### src/rtl/instr_fetch_queue.sv
// -----------------------------------------------------------------------------
// instr_fetch_queue
//
// Instruction fetch front end feeding the Core's decode stage. It walks
// sequential fetch addresses, keeps at most one request outstanding to
// instruction memory, and buffers returned words together with their PCs in a
// small circular prefetch FIFO. The Core drains the FIFO over a valid/ready
// handshake. A redirect flushes the FIFO, restarts fetching at the new PC and
// discards the response of any request that is still in flight.
//
// Ports:
//   CLK          clock, all state changes on the rising edge
//   RESET_N      asynchronous active-low reset
//   IMEM_REQ     request to instruction memory (registered)
//   IMEM_ADDR    request address, held until IMEM_ACK (registered)
//   IMEM_ACK     memory completes the outstanding request this cycle
//   IMEM_RDATA   instruction word, valid with IMEM_ACK
//   REDIRECT     Core restarts fetching (taken branch / jump)
//   REDIRECT_PC  restart address, bits [1:0] are ignored
//   INSTR_VALID  FIFO head holds an instruction
//   INSTR        head instruction word
//   INSTR_PC     PC of the head instruction
//   INSTR_READY  Core consumes the head when INSTR_VALID & INSTR_READY
// -----------------------------------------------------------------------------
module instr_fetch_queue #(
    parameter int unsigned       ADDR_W   = 32,
    parameter int unsigned       DEPTH    = 4,
    parameter logic [ADDR_W-1:0] RESET_PC = ADDR_W'(32'h0000_0000)
) (
    input  logic              CLK,
    input  logic              RESET_N,
    output logic              IMEM_REQ,
    output logic [ADDR_W-1:0] IMEM_ADDR,
    input  logic              IMEM_ACK,
    input  logic [31:0]       IMEM_RDATA,
    input  logic              REDIRECT,
    input  logic [ADDR_W-1:0] REDIRECT_PC,
    output logic              INSTR_VALID,
    output logic [31:0]       INSTR,
    output logic [ADDR_W-1:0] INSTR_PC,
    input  logic              INSTR_READY
);

    localparam int unsigned PTR_W = (DEPTH > 1) ? $clog2(DEPTH) : 1;
    localparam int unsigned CNT_W = PTR_W + 1;
    localparam logic [CNT_W-1:0] DEPTH_C = CNT_W'(DEPTH);

    typedef enum logic [1:0] {
        ST_IDLE = 2'd0,
        ST_WAIT = 2'd1,
        ST_KILL = 2'd2
    } state_e;

    state_e             state_q,    state_d;
    logic [ADDR_W-1:0]  fetch_pc_q, fetch_pc_d;
    logic               req_q,      req_d;
    logic [ADDR_W-1:0]  addr_q,     addr_d;
    logic [CNT_W-1:0]   count_q,    count_d;
    logic [PTR_W-1:0]   head_q,     head_d;
    logic [PTR_W-1:0]   tail_q,     tail_d;

    logic [31:0]        instr_mem_q [DEPTH];
    logic [ADDR_W-1:0]  pc_mem_q    [DEPTH];

    logic               pop_s;
    logic               push_s;
    logic               space_idle_s;
    logic               space_wait_s;
    logic [ADDR_W-1:0]  redirect_pc_s;
    logic [ADDR_W-1:0]  pc_inc_s;

    // FIFO bookkeeping and fetch FSM next-state logic
    always_comb begin
        // A pop coinciding with a redirect is swallowed by the flush.
        pop_s         = (count_q != {CNT_W{1'b0}}) & INSTR_READY & ~REDIRECT;
        push_s        = (state_q == ST_WAIT) & IMEM_ACK & ~REDIRECT;
        // Room for a new request once this cycle's pop has been accounted.
        space_idle_s  = (count_q - CNT_W'(pop_s)) < DEPTH_C;
        // In WAIT the acked word also takes a slot before the next request.
        space_wait_s  = (count_q + CNT_W'(1'b1) - CNT_W'(pop_s)) < DEPTH_C;
        redirect_pc_s = REDIRECT_PC & ~(ADDR_W'(2'd3));
        pc_inc_s      = fetch_pc_q + ADDR_W'(3'd4);

        state_d    = state_q;
        fetch_pc_d = fetch_pc_q;
        req_d      = req_q;
        addr_d     = addr_q;

        if (REDIRECT) begin
            count_d = {CNT_W{1'b0}};
            head_d  = {PTR_W{1'b0}};
            tail_d  = {PTR_W{1'b0}};
        end else begin
            count_d = count_q + CNT_W'(push_s) - CNT_W'(pop_s);
            head_d  = pop_s  ? head_q + PTR_W'(1'b1) : head_q;
            tail_d  = push_s ? tail_q + PTR_W'(1'b1) : tail_q;
        end

        case (state_q)
            ST_IDLE: begin
                if (REDIRECT) begin
                    // New request waits one edge so the flush settles first.
                    fetch_pc_d = redirect_pc_s;
                end else if (space_idle_s) begin
                    state_d    = ST_WAIT;
                    req_d      = 1'b1;
                    addr_d     = fetch_pc_q;
                    fetch_pc_d = pc_inc_s;
                end else begin
                    state_d    = ST_IDLE;
                end
            end
            ST_WAIT: begin
                if (REDIRECT) begin
                    fetch_pc_d = redirect_pc_s;
                    if (IMEM_ACK) begin
                        state_d = ST_IDLE;
                        req_d   = 1'b0;
                    end else begin
                        // Request stays up; its response will be dropped.
                        state_d = ST_KILL;
                    end
                end else if (IMEM_ACK) begin
                    if (space_wait_s) begin
                        addr_d     = fetch_pc_q;
                        fetch_pc_d = pc_inc_s;
                    end else begin
                        state_d = ST_IDLE;
                        req_d   = 1'b0;
                    end
                end else begin
                    state_d = ST_WAIT;
                end
            end
            ST_KILL: begin
                if (REDIRECT) begin
                    fetch_pc_d = redirect_pc_s;
                end else begin
                    fetch_pc_d = fetch_pc_q;
                end
                if (IMEM_ACK) begin
                    state_d = ST_IDLE;
                    req_d   = 1'b0;
                end else begin
                    state_d = ST_KILL;
                end
            end
            default: begin
                state_d = ST_IDLE;
                req_d   = 1'b0;
            end
        endcase
    end

    // Control state registers
    always_ff @(posedge CLK or negedge RESET_N) begin
        if (!RESET_N) begin
            state_q    <= ST_IDLE;
            fetch_pc_q <= RESET_PC;
            req_q      <= 1'b0;
            addr_q     <= RESET_PC;
            count_q    <= {CNT_W{1'b0}};
            head_q     <= {PTR_W{1'b0}};
            tail_q     <= {PTR_W{1'b0}};
        end else begin
            state_q    <= state_d;
            fetch_pc_q <= fetch_pc_d;
            req_q      <= req_d;
            addr_q     <= addr_d;
            count_q    <= count_d;
            head_q     <= head_d;
            tail_q     <= tail_d;
        end
    end

    // Prefetch FIFO storage, written at the tail on each accepted response
    always_ff @(posedge CLK or negedge RESET_N) begin
        if (!RESET_N) begin
            for (int i = 0; i < DEPTH; i++) begin
                instr_mem_q[i] <= 32'h0000_0000;
                pc_mem_q[i]    <= {ADDR_W{1'b0}};
            end
        end else if (push_s) begin
            instr_mem_q[tail_q] <= IMEM_RDATA;
            pc_mem_q[tail_q]    <= addr_q;
        end else begin
            instr_mem_q[tail_q] <= instr_mem_q[tail_q];
            pc_mem_q[tail_q]    <= pc_mem_q[tail_q];
        end
    end

    assign IMEM_REQ    = req_q;
    assign IMEM_ADDR   = addr_q;
    assign INSTR_VALID = (count_q != {CNT_W{1'b0}});
    assign INSTR       = instr_mem_q[head_q];
    assign INSTR_PC    = pc_mem_q[head_q];

endmodule

### config.mk
export PLATFORM = sky130hd
export DESIGN_NAME = instr_fetch_queue
export DESIGN_NICKNAME = d
export VERILOG_FILES = /design/src/rtl/instr_fetch_queue.sv
export SDC_FILE = /design/constraint.sdc
export NUM_CORES = 1
export LEC_CHECK = 0
export BUFFER_PORTS_ARGS = -buffer_cell sky130_fd_sc_hd__buf_4
export CAP_MARGIN = 30
export CORE_UTILIZATION = 25
export DETAILED_ROUTE_END_ITERATION = 8
export PLACE_DENSITY_LB_ADDON = 0.08
export SYNTH_ARGS = -nofsm -noshare
export SYNTH_HDL_FRONTEND = slang
export SYNTH_SLANG_ARGS = --single-unit
### constraint.sdc
create_clock -name CLK -period 2.01 [get_ports CLK]
set_clock_uncertainty 0.1 [all_clocks]
set_input_delay 0.201 -clock CLK [delete_from_list [all_inputs] [get_ports CLK]]
set_output_delay 0.201 -clock CLK [all_outputs]
set_load 0.02 [all_outputs]
Yosys cells after proc, flatten, opt, wreduce, memory -nomap -nowiden --
Index checks and enable logic that the tools add are counted.
Storage, ports and cells: flip-flop bits (word level) 330, latch bits 0, bits in writable memories 0, ROM bits 0, output and inout port bits 98, logic and storage cells 111, memories kept 0
Cells by class: add/subtract/negate cells 8, $mul 0, div/mod/pow operators 0, $lt $le $gt $ge 5, equality and inequality tests 13, shift operators 0, multiplexer cells 52, bitwise gates (word level) 7, reduce and logical (&&, ||, !) cells 11
Operator list (count):
- 2-to-1 mux 32 bit | 20
- bitwise mux 128 bit | 4
- binary-select mux 32 bit (select 2 bit) | 4
- 2-to-1 mux 128 bit | 2
- case mux 32 bit (3 select lines) | 1
- demux 32 bit (select 2 bit) | 1
- case mux 32 bit (2 select lines) | 1
- adder 32 x 3 -> 32 bit, second input constant | 1
- 2-to-1 mux 2 bit | 9
- != test 2 bit, second input constant | 6
- != test 3 bit, second input constant | 4
- subtractor 3 x 1 -> 3 bit | 3
- 2-to-1 mux 1 bit | 7
- greater-or-equal comparator 3 bit, second input constant | 2
- less-than comparator 3 bit, second input constant | 2
- inverter 2 -> 3 bit | 2
- case mux 2 bit (3 select lines) | 1
- AND reduction 6 bit | 1
- nonzero test 2 bit | 3
- nonzero test 3 bit | 2
- AND reduction 5 bit | 1
- adder 2 x 1 -> 2 bit, second input constant | 2
- AND 1 bit | 4
- != test 4 bit, second input constant | 1
- 12 further kinds | 12

Depth between registers and ports, before layout --
Gate-level depths: netlist of the first run.
word-level depth 9, depth in mapped cells 10, depth with buffers taken out 9

Least setup slack after synthesis of the first run --
OpenSTA, ideal clock, no wires.
path kind register to register, start register count_q[2], end register count_q[2], setup time 0.132 ns, arrival time 2.092 ns, path slack -0.313 ns, cell stages (with the launch flop) 11, path buffers 1, period minus slack after synthesis 2.323 ns, cell sequence dfrtp_1 > clkbuf_1 > or3_1 > nand2_1 > xor2_1 > nor2_1 > ha_1 > inv_1 > fa_1 > xnor2_1 > nor2_1
Between the ends: word-level cells in the longest chain between the ends 5
Ends and longest elaborated chain:
- from (decl) | line 58 | logic [CNT_W-1:0] count_q, count_d;
- from (signal assigned) | line 162 | count_q <= {CNT_W{1'b0}};
- from (signal assigned) | line 170 | count_q <= count_d;
- nonzero test 3 bit
- named net INSTR_VALID | line 38 | output logic INSTR_VALID,
- AND 1 bit (2 in series) | line 75 | pop_s = (count_q != {CNT_W{1'b0}}) & INSTR_READY & ~REDIRECT;
- subtractor 3 x 1 -> 3 bit | line 94 | count_d = count_q + CNT_W'(push_s) - CNT_W'(pop_s);
- 2-to-1 mux 3 bit | line 89 | if (REDIRECT) begin
- named net count_d[2] | line 58
The timed path passes the listed nets, and every way through them passes these cells. A chain may end at the register's enable or synchronous reset.

Final worst setup path of the first run --
start register head_q[0], end output port INSTR[10]
Between the ends: word-level cells in the longest chain between the ends 4
Ends and longest elaborated chain:
- from (decl) | line 59 | logic [PTR_W-1:0] head_q, head_d;
- from (signal assigned) | line 163 | head_q <= {PTR_W{1'b0}};
- inverter 2 -> 3 bit (not written as such) | line 195 | assign INSTR = instr_mem_q[head_q];
- binary-select mux 32 bit (select 2 bit) | line 195
- 2-to-1 mux 32 bit (not written as such) (2 in series) | line 195
- to (decl) | line 39 | output logic [31:0] INSTR,
Every way passes these cells. The select of a mux whose other input is x is not followed.

==> metrics.txt, run 1 <==
grt peak-use layer met2; placer's final routability congestion estimate 0.753; via/cell ratio 4.81; DRC viols 0; DRT Pass-1 Iters 5; post-DP HPWL 34900 µm; Max Fclk 421 MHz; synthesized cell area 16300 µm²; cts bufs inserted 42; post-placement cell count 2466; R2R Path Start state_q[0]$_DFFE_PN0P_; reported leakage power 8.97 nW; met2 usage 26.9%; die footprint 66100 µm²; # IOs 167; YS warnings 0; Core Footprint 64300 µm²; Syn Area/Cell 11.5 µm²; I/O Buffers 162; CP dominant cell by count buf_12; sequential area share after synthesis 50.2%; Chip Width 257 µm; register area 8170 µm²; Async S/R FF share, synth 100%; period utilisation layout 118%; CP peak stage delay 580 ps; commonest non-fill, non-tap cells in the layout 321 x dfrtp_1, 267 x nor2_1, 231 x a21oi_1, 230 x buf_4, 128 x mux4_2; most common cell after layout, fill and taps aside dfrtp_1; worst skew pair latency 560 ps; Rel. slew slack 59.0%; largest net degree at the start of global routing 57; Critical Path Start head_q[0]$_DFFE_PN0P_; overall power 33.3 mW; post-layout net count 1849; Crit-path slowest cell mux4_2; Gate Count Post-Synth 1413; final setup margin -363 ps; critical path class flip-flop to output pin; Tmin final 2370 ps; routed wire length 54600 µm; Multi-input gate area 8450 µm²; status complete, but fails checks; Synth-to-Final Area Change 45.7%; EDFF count, synth 0; ys flop type dfrtp_1; final hold vios 0; DP Worst Slack -235 ps; TritonCTS clock tree done; Root Driver clkbuf_16; hold path start REDIRECT_PC[4]; total track usage 16.3%; first-pass GRT wire length 82400 µm; Die H 257 µm; Critical Path AT 2070 ps; vias in the first global route 13000; DR vias 12800; worst path cell trace buf_12 > buf_12 > mux4_2 > buf_6; Filler Cell Count 6294; share of layout cells above drive strength 1 39.5%; antenna viol nets, final 0; Starting Density 25.3%; Clk pin slew, worst setup/hold paths 60 ps; PwrDens 1400 nW/µm²; remaining global-route overflow 0; Site Rows 93; critical path capture point type output pin; startpoint types flip-flop; Worst Tran Pin Value 611 ps; RSZ-0062 raised after global routing yes; CTS Buffer Depth 3; H-tree Lvls 2; CP max FO 7; met3 usage 2.36%; met1 global-route usage 21.9%; post-synthesis register bit count 326; synth unique cells 52; MaxCap Viol Count 0; Non-Filler Instances 2659; first-iteration detailed-routing DRC count 562; Worst Path Required 1710 ps; Routed WL per cell 20.5 µm; setup tns final -26780 ps; initial antenna violation count 0; HP Class input pin to flip-flop; setup violators final 126; Clock Sinks 326; Final Slew Violations 0; failing checks setup timing; worst vdd ir 0.725 mV; # diodes 0
-- cell type report --
| type | count | share of cell area, % |
|---|---|---|
| Multi-Input combinational cell | 958 | 35.7 |
| Sequential cell | 326 | 34.5 |
| Timing Repair Buffer | 436 | 19.2 |
| Clock buffer | 65 | 5.31 |
| Tap cell | 855 | 4.52 |
| Clock inverter | 10 | 0.666 |
| Inverter | 9 | 0.158 |
-- Yosys cell counts (17+ instances only) --
master / number / area [µm²]
nand2_1: 24 / 90.1
nor3_1: 25 / 125
o21ai_0: 18 / 90.1
a21oi_1: 257 / 1290
mux2i_1: 63 / 631
nor2_1: 269 / 1010
clkbuf_1: 82 / 308
mux2_2: 34 / 383
dfrtp_1: 326 / 8160
buf_2: 26 / 130
mux4_2: 128 / 2880
a2bb2oi_1: 25 / 219
nand3_1: 17 / 85.1
-- layer usage --
layer	vias to the layer above	wire length [µm]
li1	5959	-
met1	6517	24600
met2	242	26400
met3	76	2110
met4	0	1530
met5	-	0
-- registers in the layout, summed over array words and instances (netlist names) --
register     cells
pc_mem_q       128
head_q           2
IMEM_REQ         1
IMEM_ADDR       30
instr_mem_q    128
fetch_pc_q      30
tail_q           2
state_q          2
count_q          3
-- stage by stage --
step / util (%) / cell area [µm²] / hold slack (ps)
CTS: 35.4 / 22800 / 0.659
finish: 36.8 / 23700 / 38.2
floorplan: - / 16300 / -195
global route: 36.8 / 23700 / 16.5
detailed placement: 30.8 / 19800 / 62.7
global placement: 30.8 / 19800 / 63.1
-- final timing paths --
path	endpoint	slack, ps	depth (start not counted)
max	INSTR[10]	-360	4
min	fetch_pc_q[4]$_DFFE_PN0P_	40	4
max reg2reg	IMEM_ADDR[9]$_DFFE_PN0P_	-230	7
min reg2reg	pc_mem_q[32]$_DFFE_PN0P_	420	1
max in group asynchronous	instr_mem_q[123]$_DFFE_PN0P_	900	3
min in group asynchronous	instr_mem_q[79]$_DFFE_PN0P_	50	2
-- cells by family (layout without fill, tap and decap cells) --
logic type,Yosys count,in the layout,share of synthesized area [%]
AO/OA/AOI/OAI,343,343,11.8
buffers and inverters,131,520,3.32
adder cells (fa/ha/maj),7,7,0.585
flip-flops,326,326,50.2
other,1,2,0.0231
multiplexers,227,227,24.1
AND/OR/NAND/NOR,371,372,9.59
XOR/XNOR,7,7,0.377
-- where the power goes --
part	internal (mW)	total, mW	switching, mW
Clock	4.81	7.75	2.94
Combinational	7.79	14.5	6.75
Sequential	8.85	11.0	2.12
Total	21.5	33.3	11.8
-- critical path, delay by kind of cell (launching register included) --
family                 cells  cell delay [ps]
muxes                      1              580
DFF                        1              460
buffers and inverters      3              480
-- timing repair --
action | CTS | global route
hold endpoints to repair | 407 | 0
cloned | 3 | 8
setup buffers | 27 | 31
pin swaps | 31 | 38
hold buffers | 64 | 0
gates resized for setup | 141 | 127
endpoints found under the setup margin | 344 | 372
No activity file was read; power rests on OpenSTA's default activity.
==> run 2, diff against run 1 <==
--- a/config.mk
+++ b/config.mk
@@ -10,6 +10,7 @@
 export CORE_UTILIZATION = 25
 export DETAILED_ROUTE_END_ITERATION = 8
 export PLACE_DENSITY_LB_ADDON = 0.08
+export RECOVER_POWER = 100
 export SYNTH_ARGS = -nofsm -noshare
 export SYNTH_HDL_FRONTEND = slang
 export SYNTH_SLANG_ARGS = --single-unit
==> run 2 against run 1 <==
Compared with the run above:
- the flow finishes with violations (capacitance limit, slew limit, setup timing)
- flip-flop and latch count is the same
- critical path depth did not move
- sequential share of layout area increased by 0.51 points
- global-route usage unchanged
- total power is 1.4% lower
- register-to-register slack got worse by 80 ps
- clock power is essentially flat
- die area did not move
- clock-buffer cell count stayed put
- final cell count unchanged
- setup slack better by 8.6 ps
- largest power group unchanged
==> metrics.txt, run 2 (synthesis gave the netlist of run 1 again) <==
status complete, but fails checks; failing checks capacitance limit, slew limit, setup timing; Comb power frac 43.0%; first-pass GRT wire length 82400 µm; H-tree Lvls 2; routed wire length 54600 µm; DR vias 12700; Worst Tran Pin Value 1630 ps; HP Class input pin to flip-flop; Chip Width 257 µm; Int Pwr 21.0 mW; critical path capture point type output pin; via/cell ratio 4.79; period utilisation layout 118%; Sequential Power Share 33.4%; Critical Path Start head_q[0]$_DFFE_PN0P_; # IOs 167; Switch Pwr 11.8 mW; Clk pin slew, worst setup/hold paths 60 ps; CP max FO 7; Max Fclk 423 MHz; commonest non-fill, non-tap cells in the layout 321 x dfrtp_1, 267 x nor2_1, 232 x a21oi_1, 186 x buf_4, 128 x mux4_2; post-layout net count 1849; first-iteration detailed-routing DRC count 599; CTS Buffer Depth 3; Routed WL per cell 20.5 µm; # diodes 0; Sw Ratio 35.8%; clock power share 23.6%; vias in the first global route 13000; TritonCTS clock tree done; MaxCap Viol Count 1; largest net degree at the start of global routing 57; Worst Path Required 1710 ps; Final Slew Violations 49; placer's final routability congestion estimate 0.753; setup violators final 133; antenna viol nets, final 0; final setup margin -354 ps; DRC viols 0; cts bufs inserted 42; RSZ-0062 raised after global routing yes; post-placement cell count 2466; Rel. slew slack -8.64%; most common cell after layout, fill and taps aside dfrtp_1; Critical Path AT 2060 ps; final hold vios 0; reported leakage power 8.78 nW; initial antenna violation count 0; remaining global-route overflow 0; critical path class flip-flop to output pin; DRT Pass-1 Iters 4; Non-Filler Instances 2659; Root Driver clkbuf_16; CP Capture Point INSTR[10]; I/O Buffers 162; Clock Sinks 326; biggest regs instr_mem_q: 128 flops, pc_mem_q: 128 flops; FF-to-FF End IMEM_ADDR[9]$_DFFE_PN0P_; overall power 32.8 mW; Tmin final 2360 ps; startpoint types flip-flop; PwrDens 1410 nW/µm²; Core Footprint 64300 µm²; FF-to-FF setup slack -310 ps; Starting Density 25.3%; die footprint 66100 µm²; worst skew pair latency 560 ps; post-DP HPWL 34900 µm; worst vdd ir 0.678 mV; Site Rows 93; R2R depth 7; Synth-to-Final Area Change 43.5%; Die H 257 µm; share of layout cells above drive strength 1 37.6%; R2R Path Start count_q[0]$_DFF_PN0_; total track usage 16.3%
==> run 2: final cells by class <==
class	count	area [µm²]
clock buffers	65	1260
clock inverters	10	158
fillers	6370	41000
inverters	9	35.0
multi-input cells	958	8430
flip-flops and latches	326	8170
well taps	855	1070
repair buffers	436	4210
==> run 2: worst min-delay path by stage <==
stage                    from                           to  slack [ps]  cells after the start
2_1_floorplan         RESET_N    IMEM_ADDR[10]$_DFFE_PN0P_        -190                      0
3_3_place_gp          RESET_N  instr_mem_q[79]$_DFFE_PN0P_          60                      1
3_5_place_dp          RESET_N  instr_mem_q[79]$_DFFE_PN0P_          60                      1
4_1_cts        REDIRECT_PC[4]    fetch_pc_q[4]$_DFFE_PN0P_         0.7                      4
5_1_grt        REDIRECT_PC[4]    fetch_pc_q[4]$_DFFE_PN0P_          20                      4
6_report       REDIRECT_PC[4]    fetch_pc_q[4]$_DFFE_PN0P_          40                      4
==> run 2: timing repair <==
item                                    4_1_cts  5_1_grt
cloned                                        3        8
hold endpoints to repair                    407        0
pin swaps                                    31       38
gates resized for setup                     141      127
setup buffers                                27       31
endpoints found under the setup margin      344      372
hold buffers                                 64        0
==> run 2: power groups by stage <==
stage,clock network (mW),logic (mW),registers (mW)
global route,8.32,15.3,11.3
CTS,8.07,13.8,11.0
detailed placement,0,12.4,11.0
finish,7.75,14.1,10.9
global placement,0,12.4,10.9
floorplan,0,7.22,10.6
==> run 2: metal layers <==
metal | wire length, µm | up-vias | part of all wire [%] | GRT usage (%)
li1 | - | 5956 | - | -
met1 | 24700 | 6492 | 45 | 21.9
met2 | 26500 | 226 | 48 | 26.9
met3 | 1990 | 74 | 3.6 | 2.36
met4 | 1410 | 0 | 2.6 | 5.18
met5 | 0 | - | 0 | 0
==> run 2: through the flow <==
stage / instance area (µm²) / setup WS, ps / hold WS [ps] / setup TNS (ps) / utilization [%]
after CTS: 22800 / -408 / 0.659 / -26870 / 35.4
after global placement: 19800 / -168 / 63.1 / -15070 / 30.8
after global routing: 23300 / -425 / 16.5 / -67640 / 36.3
final: 23300 / -354 / 38.2 / -31820 / 36.3
after floorplan: 16300 / -76.2 / -195 / -1740 / -
after detailed placement: 19800 / -235 / 62.7 / -16110 / 30.8
==> run 2: critical path, cell delays in order, from the launching register on <==
cell and delay [ps]:
dfrtp_4 460, buf_12 160, buf_12 150, mux4_2 570, buf_6 160
==> run 3, diff against run 2 <==
--- a/config.mk
+++ b/config.mk
@@ -7,10 +7,11 @@
 export LEC_CHECK = 0
 export BUFFER_PORTS_ARGS = -buffer_cell sky130_fd_sc_hd__buf_4
 export CAP_MARGIN = 30
-export CORE_UTILIZATION = 25
+export CORE_UTILIZATION = 45
 export DETAILED_ROUTE_END_ITERATION = 8
 export PLACE_DENSITY_LB_ADDON = 0.08
 export RECOVER_POWER = 100
+export SETUP_SLACK_MARGIN = 0.1
 export SYNTH_ARGS = -nofsm -noshare
 export SYNTH_HDL_FRONTEND = slang
 export SYNTH_SLANG_ARGS = --single-unit
==> run 3 against run 2 <==
Compared with the run above:
- the flow finishes with violations (setup timing)
- flip-flop and latch count is the same
- largest cell class unchanged
- worst hold slack gained 48 ps
- sequential share of layout area grew 0.33 points
- critical endpoint is now INSTR_PC[12]
- final cell count shrank 16%
==> metrics.txt, run 3 (synthesis gave the netlist of run 1 again) <==
status complete, but fails checks; failing checks setup timing; total track usage 26.0%; CTS Buffer Depth 3; final instance area 23100 µm²; post-layout net count 1809; share of layout cells above drive strength 1 40.3%; register area 8170 µm²; Max Fclk 427 MHz; R2R depth 9; # IOs 167; Synth-to-Final Area Change 42.2%; vias in the first global route 12900; first-iteration detailed-routing DRC count 988; H-tree Lvls 2; initial antenna violation count 0; # diodes 0; Rel. slew slack 34.6%; setup violators final 167; R2R Path Start count_q[1]$_DFF_PN0_; reported leakage power 8.61 nW; routed wire length 49400 µm; hold slack 85.8 ps; Root Driver clkbuf_16; worst skew pair latency 520 ps; first-pass GRT wire length 73300 µm; PwrDens 1380 nW/µm²; CP max FO 8; Clock Sinks 326; critical path capture point type output pin; placer's final routability congestion estimate 0.830; Critical Path AT 2040 ps; post-placement cell count 2017; die footprint 36900 µm²; final setup margin -331 ps; Worst Tran Pin Value 981 ps; overall power 31.8 mW; HP Class input pin to flip-flop; worst vdd ir 1.04 mV; I/O Buffers 162; most common cell after layout, fill and taps aside dfrtp_1; DR vias 13100; FF-to-FF End fetch_pc_q[6]$_DFFE_PN0P_; RSZ-0062 raised after global routing yes; Routed WL per cell 22.2 µm; Clk pin slew, worst setup/hold paths 60 ps; DRC viols 0; Final Slew Violations 0; Crit-path slowest cell dfrtp_4; startpoint types flip-flop; period utilisation layout 116%; post-DP HPWL 27800 µm; worst hold stages 4; MaxCap Viol Count 0; remaining global-route overflow 0; TritonCTS clock tree done; CP dominant cell by count buf_6; setup tns final -31370 ps; via/cell ratio 5.89; final hold vios 0; Tmin final 2340 ps; Die H 192 µm; FF-to-FF setup slack -270 ps; Worst Path Required 1710 ps; Hold EP tail_q[1]$_DFFE_PN0P_; Chip Width 192 µm; cts bufs inserted 37; DRT Pass-1 Iters 7; antenna viol nets, final 0; DP Worst Slack -157 ps; hold path start IMEM_ACK; Non-Filler Instances 2221; Filler Cell Count 2699; Final Util 65.0%; Site Rows 69; largest net degree at the start of global routing 73; commonest non-fill, non-tap cells in the layout 321 x dfrtp_1, 246 x a21oi_1, 242 x nor2_1, 163 x buf_4, 128 x mux4_2; Core Footprint 35600 µm²; CP peak stage delay 490 ps; Starting Density 45.7%; critical path class flip-flop to output pin; Area after DPL 18900 µm²; biggest regs instr_mem_q: 128 flops, pc_mem_q: 128 flops; worst path cell trace buf_6 > buf_12 > buf_16 > mux4_2 > buf_6; Multi-input gate area 8890 µm²
## run 3: cell count changes in the layout (fill, tap and decap cells not counted), moves of 14 or more
cell,change
mux2i_1,-36
a21oi_2,-14
buf_16,+18
a2bb2oi_2,+17
mux2i_4,+33
a21oi_1,+14
nor2_2,+18
a2bb2oi_1,-17
mux2_4,-15
nor2_1,-25
buf_6,-19
mux2_2,+15
buf_4,-23
## run 3: routing by layer
| layer | share of wire [%] | global-route usage, % | vias to the layer above |
|---|---|---|---|
| li1 | - | - | 5873 |
| met1 | 43 | 37.3 | 6669 |
| met2 | 49 | 41.6 | 456 |
| met3 | 6.1 | 3.84 | 74 |
| met4 | 2.1 | 6.63 | 0 |
| met5 | 0 | 0 | - |
## run 3: final cells by class
class                   count  area share [%]
clock buffers              51            4.67
clock inverters            15           0.476
inverters                   9           0.152
multi-input cells         957            38.5
flip-flops and latches    326            35.4
well taps                 461            2.50
repair buffers            402            18.4
## run 3: where the power goes
part	switching, mW	total (mW)	internal, mW
logic	6.78	14.2	7.38
registers	2.18	11.0	8.85
clock network	2.73	6.62	3.88
## run 3: repair_timing
item                                    in CTS  in global routing
endpoints found under the hold margin      481                  8
resized for setup                          192                153
pin swaps                                   22                 14
buffers inserted                            36                 12
endpoints found under the setup margin     231                359
cloned                                      20                  9
hold buffers                                62                  2
## run 3: worst max-delay path: cells and delay by family, from the launching register on
| kind | cells | cell delay (ps) |
|---|---|---|
| buf+inv | 4 | 570 |
| flops | 1 | 490 |
| mux | 1 | 450 |
## run 3: how the worst max path moves through the flow
| stage | depth (start not counted) | to | start | slack [ps] |
|---|---|---|---|---|
| after floorplan | 6 | fetch_pc_q[27]$_DFFE_PN0P_ | count_q[1]$_DFF_PN0_ | -80 |
| after global placement | 5 | fetch_pc_q[3]$_DFFE_PN0P_ | count_q[2]$_DFF_PN0_ | -120 |
| after detailed placement | 6 | fetch_pc_q[29]$_DFFE_PN0P_ | count_q[2]$_DFF_PN0_ | -160 |
| after CTS | 5 | INSTR_PC[11] | head_q[0]$_DFFE_PN0P_ | -340 |
| after global routing | 5 | INSTR_PC[11] | head_q[0]$_DFFE_PN0P_ | -370 |
| final | 5 | INSTR_PC[12] | head_q[0]$_DFFE_PN0P_ | -330 |
